`src/rtl/bcd_serial_adder_pkg.sv`:
```
// Shared types and constants for the digit-serial BCD adder.
// Holds the FSM state encoding, BCD limits and seven-segment patterns.
package bcd_pkg;

  typedef enum logic [1:0] {
    IDLE = 2'd0,
    RUN  = 2'd1,
    DONE = 2'd2
  } state_t;

  localparam logic [3:0] BCD_MAX  = 4'd9;
  localparam logic [3:0] BCD_CORR = 4'd6;

  localparam logic [6:0] SEG_0 = 7'b0111111;
  localparam logic [6:0] SEG_1 = 7'b0000110;
  localparam logic [6:0] SEG_2 = 7'b1011011;
  localparam logic [6:0] SEG_3 = 7'b1001111;
  localparam logic [6:0] SEG_4 = 7'b1100110;
  localparam logic [6:0] SEG_5 = 7'b1101101;
  localparam logic [6:0] SEG_6 = 7'b1111101;
  localparam logic [6:0] SEG_7 = 7'b0000111;
  localparam logic [6:0] SEG_8 = 7'b1111111;
  localparam logic [6:0] SEG_9 = 7'b1101111;

  function automatic logic [6:0] seg_decode(
    input logic [3:0] d
  );
    logic [6:0] s;
    case (d)
      4'd0:    s = SEG_0;
      4'd1:    s = SEG_1;
      4'd2:    s = SEG_2;
      4'd3:    s = SEG_3;
      4'd4:    s = SEG_4;
      4'd5:    s = SEG_5;
      4'd6:    s = SEG_6;
      4'd7:    s = SEG_7;
      4'd8:    s = SEG_8;
      4'd9:    s = SEG_9;
      default: s = 7'b0000000;
    endcase
    return s;
  endfunction

endpackage

```
`src/rtl/bcd_serial_adder_if.sv`:
```
// Operand/result bundle between a requester and the serial BCD adder.
// The requester owns start/operands/seg_idx; the adder owns the results.
interface bcd_serial_adder_if #(
  parameter int DIGITS = 4
);
  localparam int IW = $clog2(DIGITS);

  logic                  start;
  logic                  mode_sub;
  logic [4*DIGITS-1:0]   a;
  logic [4*DIGITS-1:0]   b;
  logic                  cin;
  logic [IW-1:0]         seg_idx;
  logic                  busy;
  logic                  done;
  logic [4*DIGITS-1:0]   sum;
  logic                  cout;
  logic                  err;
  logic [6:0]            seg;

  modport master (
    output start, mode_sub, a, b, cin, seg_idx,
    input  busy, done, sum, cout, err, seg
  );

  modport slave (
    input  start, mode_sub, a, b, cin, seg_idx,
    output busy, done, sum, cout, err, seg
  );

endinterface

```
`src/rtl/bcd_serial_adder_digit_add.sv`:
```
// One BCD digit of add or nine's-complement subtract with decimal carry.
// Illegal digits go through the same rule so the result is deterministic.
module bcd_digit_add
  import bcd_pkg::*;
(
  input  logic [3:0] i_ad,
  input  logic [3:0] i_bd,
  input  logic       i_ci,
  input  logic       i_sub,
  output logic [3:0] o_digit,
  output logic       o_co,
  output logic       o_bad
);

  logic [3:0] w_bd;
  logic [4:0] w_t;
  logic [3:0] w_adj;
  logic       w_big;

  assign w_bd  = i_sub ? (BCD_MAX - i_bd) : i_bd;
  assign w_t   = {1'b0, i_ad} + {1'b0, w_bd}
               + {4'b0, i_ci};
  assign w_big = (w_t > {1'b0, BCD_MAX});
  assign w_adj = w_t[3:0] + BCD_CORR;

  assign o_digit = w_big ? w_adj : w_t[3:0];
  assign o_co    = w_big;
  assign o_bad   = (i_ad > BCD_MAX)
                 | (i_bd > BCD_MAX);

endmodule

```
`src/rtl/bcd_serial_adder.sv`:
```
// Digit-serial multi-digit BCD adder/subtractor, LSD first.
// Start/busy/done handshake, sticky bad-digit flag, 7-seg result view.
module bcd_serial_adder
  import bcd_pkg::*;
#(
  parameter int DIGITS = 4,
  parameter bit SUB_EN = 1'b1
) (
  input  logic              clk,
  input  logic              rst_n,
  bcd_serial_adder_if.slave bus
);

  localparam int W  = 4 * DIGITS;
  localparam int IW = $clog2(DIGITS);

  state_t        r_state;
  state_t        w_next;
  logic [IW-1:0] r_idx;
  logic [W-1:0]  r_a;
  logic [W-1:0]  r_b;
  logic [W-1:0]  r_work;
  logic [W-1:0]  r_sum;
  logic          r_c;
  logic          r_sub;
  logic          r_busy;
  logic          r_done;
  logic          r_cout;
  logic          r_err;

  logic          w_accept;
  logic          w_last;
  logic          w_sub;
  logic          w_in_bad;
  logic [3:0]    w_digit;
  logic          w_co;
  logic          w_bad;
  logic [3:0]    w_sel;
  logic          w_hit;
  logic [6:0]    w_seg;

  assign w_sub    = SUB_EN & bus.mode_sub;
  assign w_accept = (r_state == IDLE) & bus.start;
  assign w_last   = (r_state == RUN)
                  & (r_idx == IW'(DIGITS - 1));

  always_comb begin
    w_in_bad = 1'b0;
    for (int i = 0; i < DIGITS; i++) begin
      if (bus.a[4*i +: 4] > BCD_MAX ||
          bus.b[4*i +: 4] > BCD_MAX)
        w_in_bad = 1'b1;
    end
  end

  bcd_digit_add u_dig (
    .i_ad    (r_a[3:0]),
    .i_bd    (r_b[3:0]),
    .i_ci    (r_c),
    .i_sub   (r_sub),
    .o_digit (w_digit),
    .o_co    (w_co),
    .o_bad   (w_bad)
  );

  always_ff @(posedge clk or negedge rst_n) begin
    if (!rst_n) r_state <= IDLE;
    else        r_state <= w_next;
  end

  always_comb begin
    w_next = r_state;
    case (r_state)
      IDLE:    if (bus.start) w_next = RUN;
      RUN:     if (w_last)    w_next = DONE;
      DONE:    w_next = IDLE;
      default: w_next = IDLE;
    endcase
  end

  always_ff @(posedge clk or negedge rst_n) begin
    if (!rst_n) begin
      r_idx  <= '0;
      r_a    <= '0;
      r_b    <= '0;
      r_work <= '0;
      r_sum  <= '0;
      r_c    <= 1'b0;
      r_sub  <= 1'b0;
      r_busy <= 1'b0;
      r_done <= 1'b0;
      r_cout <= 1'b0;
      r_err  <= 1'b0;
    end else begin
      r_done <= 1'b0;
      if (w_accept) begin
        r_a    <= bus.a;
        r_b    <= bus.b;
        r_sub  <= w_sub;
        r_c    <= w_sub | bus.cin;
        r_idx  <= '0;
        r_busy <= 1'b1;
        r_err  <= w_in_bad;
      end else if (r_state == RUN) begin
        // operands shift down so digit 0 always feeds the adder
        r_a    <= r_a >> 4;
        r_b    <= r_b >> 4;
        r_work <= {w_digit, r_work[W-1:4]};
        r_c    <= w_co;
        r_idx  <= r_idx + 1'b1;
        r_err  <= r_err | w_bad;
        if (w_last) begin
          r_sum  <= {w_digit, r_work[W-1:4]};
          r_cout <= w_co;
          r_busy <= 1'b0;
          r_done <= 1'b1;
        end
      end
    end
  end

  always_comb begin
    w_sel = 4'd0;
    w_hit = 1'b0;
    for (int i = 0; i < DIGITS; i++) begin
      if (bus.seg_idx == IW'(i)) begin
        w_sel = r_sum[4*i +: 4];
        w_hit = 1'b1;
      end
    end
    w_seg = w_hit ? seg_decode(w_sel) : 7'b0;
  end

  assign bus.busy = r_busy;
  assign bus.done = r_done;
  assign bus.sum  = r_sum;
  assign bus.cout = r_cout;
  assign bus.err  = r_err;
  assign bus.seg  = w_seg;

endmodule
```
`src/flat_wrapper.sv`:
```
// flat-port wrapper written by rule: the top's interface ports become plain ports
module bcd_serial_adder_flat import bcd_pkg::*;
#(
  parameter int DIGITS = 4,
  parameter bit SUB_EN = 1'b1
)
  (clk, rst_n, bus_start, bus_mode_sub, bus_a, bus_b, bus_cin, bus_seg_idx, bus_busy, bus_done, bus_sum, bus_cout, bus_err, bus_seg);
  bcd_serial_adder_if #(.DIGITS(DIGITS)) bus_i ();
  input  logic clk;
  input  logic rst_n;
  input wire logic [$bits(bus_i.start)-1:0] bus_start;
  input wire logic [$bits(bus_i.mode_sub)-1:0] bus_mode_sub;
  input wire logic [$bits(bus_i.a)-1:0] bus_a;
  input wire logic [$bits(bus_i.b)-1:0] bus_b;
  input wire logic [$bits(bus_i.cin)-1:0] bus_cin;
  input wire logic [$bits(bus_i.seg_idx)-1:0] bus_seg_idx;
  output wire logic [$bits(bus_i.busy)-1:0] bus_busy;
  output wire logic [$bits(bus_i.done)-1:0] bus_done;
  output wire logic [$bits(bus_i.sum)-1:0] bus_sum;
  output wire logic [$bits(bus_i.cout)-1:0] bus_cout;
  output wire logic [$bits(bus_i.err)-1:0] bus_err;
  output wire logic [$bits(bus_i.seg)-1:0] bus_seg;
  assign bus_i.start = bus_start;
  assign bus_i.mode_sub = bus_mode_sub;
  assign bus_i.a = bus_a;
  assign bus_i.b = bus_b;
  assign bus_i.cin = bus_cin;
  assign bus_i.seg_idx = bus_seg_idx;
  assign bus_busy = bus_i.busy;
  assign bus_done = bus_i.done;
  assign bus_sum = bus_i.sum;
  assign bus_cout = bus_i.cout;
  assign bus_err = bus_i.err;
  assign bus_seg = bus_i.seg;
  bcd_serial_adder #(.DIGITS(DIGITS), .SUB_EN(SUB_EN)) u_core (.clk(clk), .rst_n(rst_n), .bus(bus_i));
endmodule
```
`config.mk`:
```
export PLATFORM = sky130hd
export DESIGN_NAME = bcd_serial_adder_flat
export DESIGN_NICKNAME = d
export VERILOG_FILES = /design/src/rtl/bcd_serial_adder_pkg.sv /design/src/rtl/bcd_serial_adder_if.sv /design/src/rtl/bcd_serial_adder_digit_add.sv /design/src/rtl/bcd_serial_adder.sv /design/src/flat_wrapper.sv
export SDC_FILE = /design/constraint.sdc
export NUM_CORES = 1
export LEC_CHECK = 0
export ABC_CLOCK_PERIOD_IN_PS = 4700
export CAP_MARGIN = 20
export CORE_MARGIN = 2
export CORE_UTILIZATION = 56
export DETAILED_ROUTE_END_ITERATION = 6
export GPL_TIMING_DRIVEN = 0
export HOLD_SLACK_MARGIN = 0.15
export PLACE_DENSITY = 0.85
export SYNTH_ARGS = -nofsm -noshare
export SYNTH_HDL_FRONTEND = slang
export SYNTH_SLANG_ARGS = --single-unit
export TNS_END_PERCENT = 20
```
`constraint.sdc`:
```
create_clock -name clk -period 4.7 [get_ports clk]
set_input_delay 0.47 -clock clk [delete_from_list [all_inputs] [get_ports clk]]
set_output_delay 0.47 -clock clk [all_outputs]
set_load 0.01 [all_outputs]
```
==> run_results.csv <==
group,metric,value,unit
floorplanning,rows,28,
floorplanning,ios,66,
finish,fin_util,73.4,%
synthesis,syn_nets,428,
sta,fin_crit_sh,66.7,%
placed_design,hpwl,6.05,mm
route,drcViolationCount,0,
sta,rsz0062_at_grt,"no",
global_route,grt-ovfl-total,0,
floorplanning,dieArea,0.00676,sq mm
finish,nets,503,
clock_tree,cts-resized-gates,0,
placed_design,io_buffer_count,64,
clock_tree,clock_latency,0.34,ns
clock_tree,htree_levels,3,
worst_setup_path,path_max_fanout,7,
route,drt-vias-per-instance,5.80,
synthesis,yosys_register_bits,70,
sta,max_freq,319,MHz
global_route,antenna_found_initial,0,
route,wl_per_cell,16.2,um
worst_setup_path,start_kind,"input port",
synthesis,synthArstFlopShare,100,%
floorplanning,core_area,0.00592,sq mm
global_route,grt_pass1_wl,14.0,mm
synthesis,synthCells,376,
global_route,grt_pass1_vias,2898,
worst_setup_path,arrival,2.67,ns
sta,period_needed,3.14,ns
synthesis,synth-edff-count,0,
floorplanning,initial_core_util,57.9,%
synthesis,ys_types,41,
floorplanning,fp.dieW,82.2,um
clock_tree,post_cts_buffers,0,
sta,slew_headroom,42.3,%
power,p_per_area,831,mW/mm^2
worst_setup_path,required,4.23,ns
synthesis,avgSynthCellArea,9.11,sq um
flow_run,maxCapViolCount,0,
synthesis,synth_warnings,0,
clock_tree,clockRootBuffer,"clkbuf_8",
finish,drive_gt1_share,6.17,%
route,ant_nets,0,
finish,syn_to_final_growth,26.9,%
clock_tree,cts-buffers-inserted,9,
worst_setup_path,rrSetupSlack,1.58,ns
clock_tree,cts.sinks,70,
sta,slew_viol_final,0,
clock_tree,cts_hold_buffers,0,
worst_setup_path,end_kind,"output pin",
worst_setup_path,reg2reg_depth,12,
sta,fin_worst_skew,0.00693,ns
sta,fin_tns_setup,0,ns
global_route,grt_max_degree,71,
sta,hold_viol_final,0,
sta,tightest_slew,0.866,ns
clock_tree,clkTransAtPathRegs,0.06,ns
power,leakagePower,2.06,nW
route,drt-pass1-iter-count,5,
clock_tree,clk_path_buf_depth,2,
global_route,grt_use_total,28.1,%
finish,diodes,0,
sta,setup_viol,0,
outcome,status,"completed",
clock_tree,cts_tree,"yes",
synthesis,ys_seq_area_share,51.1,%
route,drt_iter0_drc,276,
floorplanning,die_y,82.2,um
worst_hold_path,hold_class,"input port to asynchronous set/reset pin",
worst_setup_path,worstSetupPathType,"input port to output pin",
finish,final.fill_count,458,
placed_design,place_congestion,0.849,
power,peakVddDrop,522,uV
synthesis,synth_flop_cell,"dfrtp_1",
route,wirelength,8.57,mm
finish,final-seq-area,0.00175,sq mm
finish,multi_input_area,0.00154,sq mm
synthesis,syn_area,0.00343,sq mm
route,vias,3069,
cell families (layout without fill, tap and decap cells):
group                      count (synthesis)  after routing  synth area share, %
DFF                                       70             70                 51.1
muxes                                      4              4                 2.63
adders and majority gates                 13             13                 5.19
and+or+nand+nor                          176            176                 21.4
buffers and inverters                     32            110                 4.02
xor gates and xnor gates                   5              5                 1.28
AOI/OAI and AO/OA                         76             76                 14.4
power by group:
| group | total [mW] | internal [mW] | leakage [nW] | switching [mW] |
|---|---|---|---|---|
| Clock | 0.480 | 0.269 | 0.0956 | 0.211 |
| Combinational | 2.06 | 0.903 | 1.09 | 1.16 |
| Sequential | 1.07 | 0.879 | 0.880 | 0.194 |
| Total | 3.61 | 2.05 | 2.06 | 1.56 |
worst max-delay path: stages:
cell             delay (ns)
clkdlybuf4s50_1        0.60
mux4_2                 0.45
inv_1                  0.14
ha_1                   0.18
a21oi_1                0.09
o22ai_1                0.17
clkdlybuf4s50_1        0.57
layout make-up:
cell class / count / area share (%)
Sequential cell: 70 / 40.3
Multi-Input combinational cell: 274 / 35.3
Timing Repair Buffer: 64 / 14.7
Clock buffer: 13 / 3.66
Tap cell: 75 / 2.16
Buffer: 19 / 1.73
Inverter: 13 / 1.44
Clock inverter: 1 / 0.691
cells in the mapped netlist (2+ instances only):
cell	count	area, sq um
nor3_1	6	30.0
o31a_1	2	17.5
nor2_1	11	41.3
and2_2	2	15.0
o22ai_1	3	18.8
dfrtp_1	70	1750
a22oi_1	21	158
xnor2_1	4	35.0
mux4_2	4	90.1
nand2b_1	3	18.8
inv_1	12	45.0
buf_2	3	15.0
nand2_1	132	495
nand3_1	8	40.0
nand4_1	2	12.5
o21ai_0	27	135
fa_1	2	40.0
clkbuf_1	13	48.8
nor2b_1	5	31.3
a221o_1	3	30.0
ha_1	11	138
buf_1	3	11.3
a21oi_1	11	55.1
routing by layer:
layer | vias to the layer above | routed length, um | GRT usage, %
li1 | 1412 | - | -
met1 | 1510 | 3700 | 36.9
met2 | 128 | 4260 | 46.0
met3 | 19 | 483 | 6.85
met4 | 0 | 130 | 9.00
met5 | - | 0 | 0
stage by stage:
stage / std cells / cell area (sq um) / worst slack, ns / hold WS [ns] / power (mW)
2_1_floorplan: 376 / 3430 / 1.92 / 0.174 / 2.38
3_3_place_gp: 515 / 4160 / 0.890 / 0.448 / 2.97
3_5_place_dp: 515 / 4160 / 1.58 / 0.459 / 3.09
4_1_cts: 529 / 4350 / 1.58 / 0.274 / 3.58
5_1_grt: 529 / 4350 / 1.45 / 0.301 / 3.88
6_report: 529 / 4350 / 1.56 / 0.243 / 3.61
layout by cell type, fill, tap and decap left out, drive strengths merged, types with 4 or more instances in the layout:
cell type	n
clkdlybuf4s50	63
mux4	4
inv	12
clkbuf	26
nor2	12
nand2	132
o21ai	28
dfrtp	70
a22oi	21
ha	11
a21oi	12
nor2b	5
nand3	8
buf	7
xnor2	4
nor3	6
sequential cells by signal (all words and copies together), names as in the netlist:
signal,flops
u_core.bus.err,1
u_core.r_a,16
u_core.r_state,2
u_core.bus.busy,1
u_core.r_idx,2
u_core.bus.sum,16
u_core.bus.done,1
u_core.r_b,16
u_core.r_work,12
u_core.r_c,1
u_core.r_sub,1
u_core.bus.cout,1
final timing paths:
kind,from,to
max,bus_seg_idx[1],bus_seg[4]
min,rst_n,u_core.bus.done
max reg2reg,u_core.r_b[1],u_core.bus.sum[14]
min reg2reg,u_core.r_work[4],u_core.bus.sum[0]
max in group asynchronous,rst_n,u_core.r_b[2]
min in group clk,u_core.r_work[4],u_core.bus.sum[0]
Power figures use the tool's default switching activity.
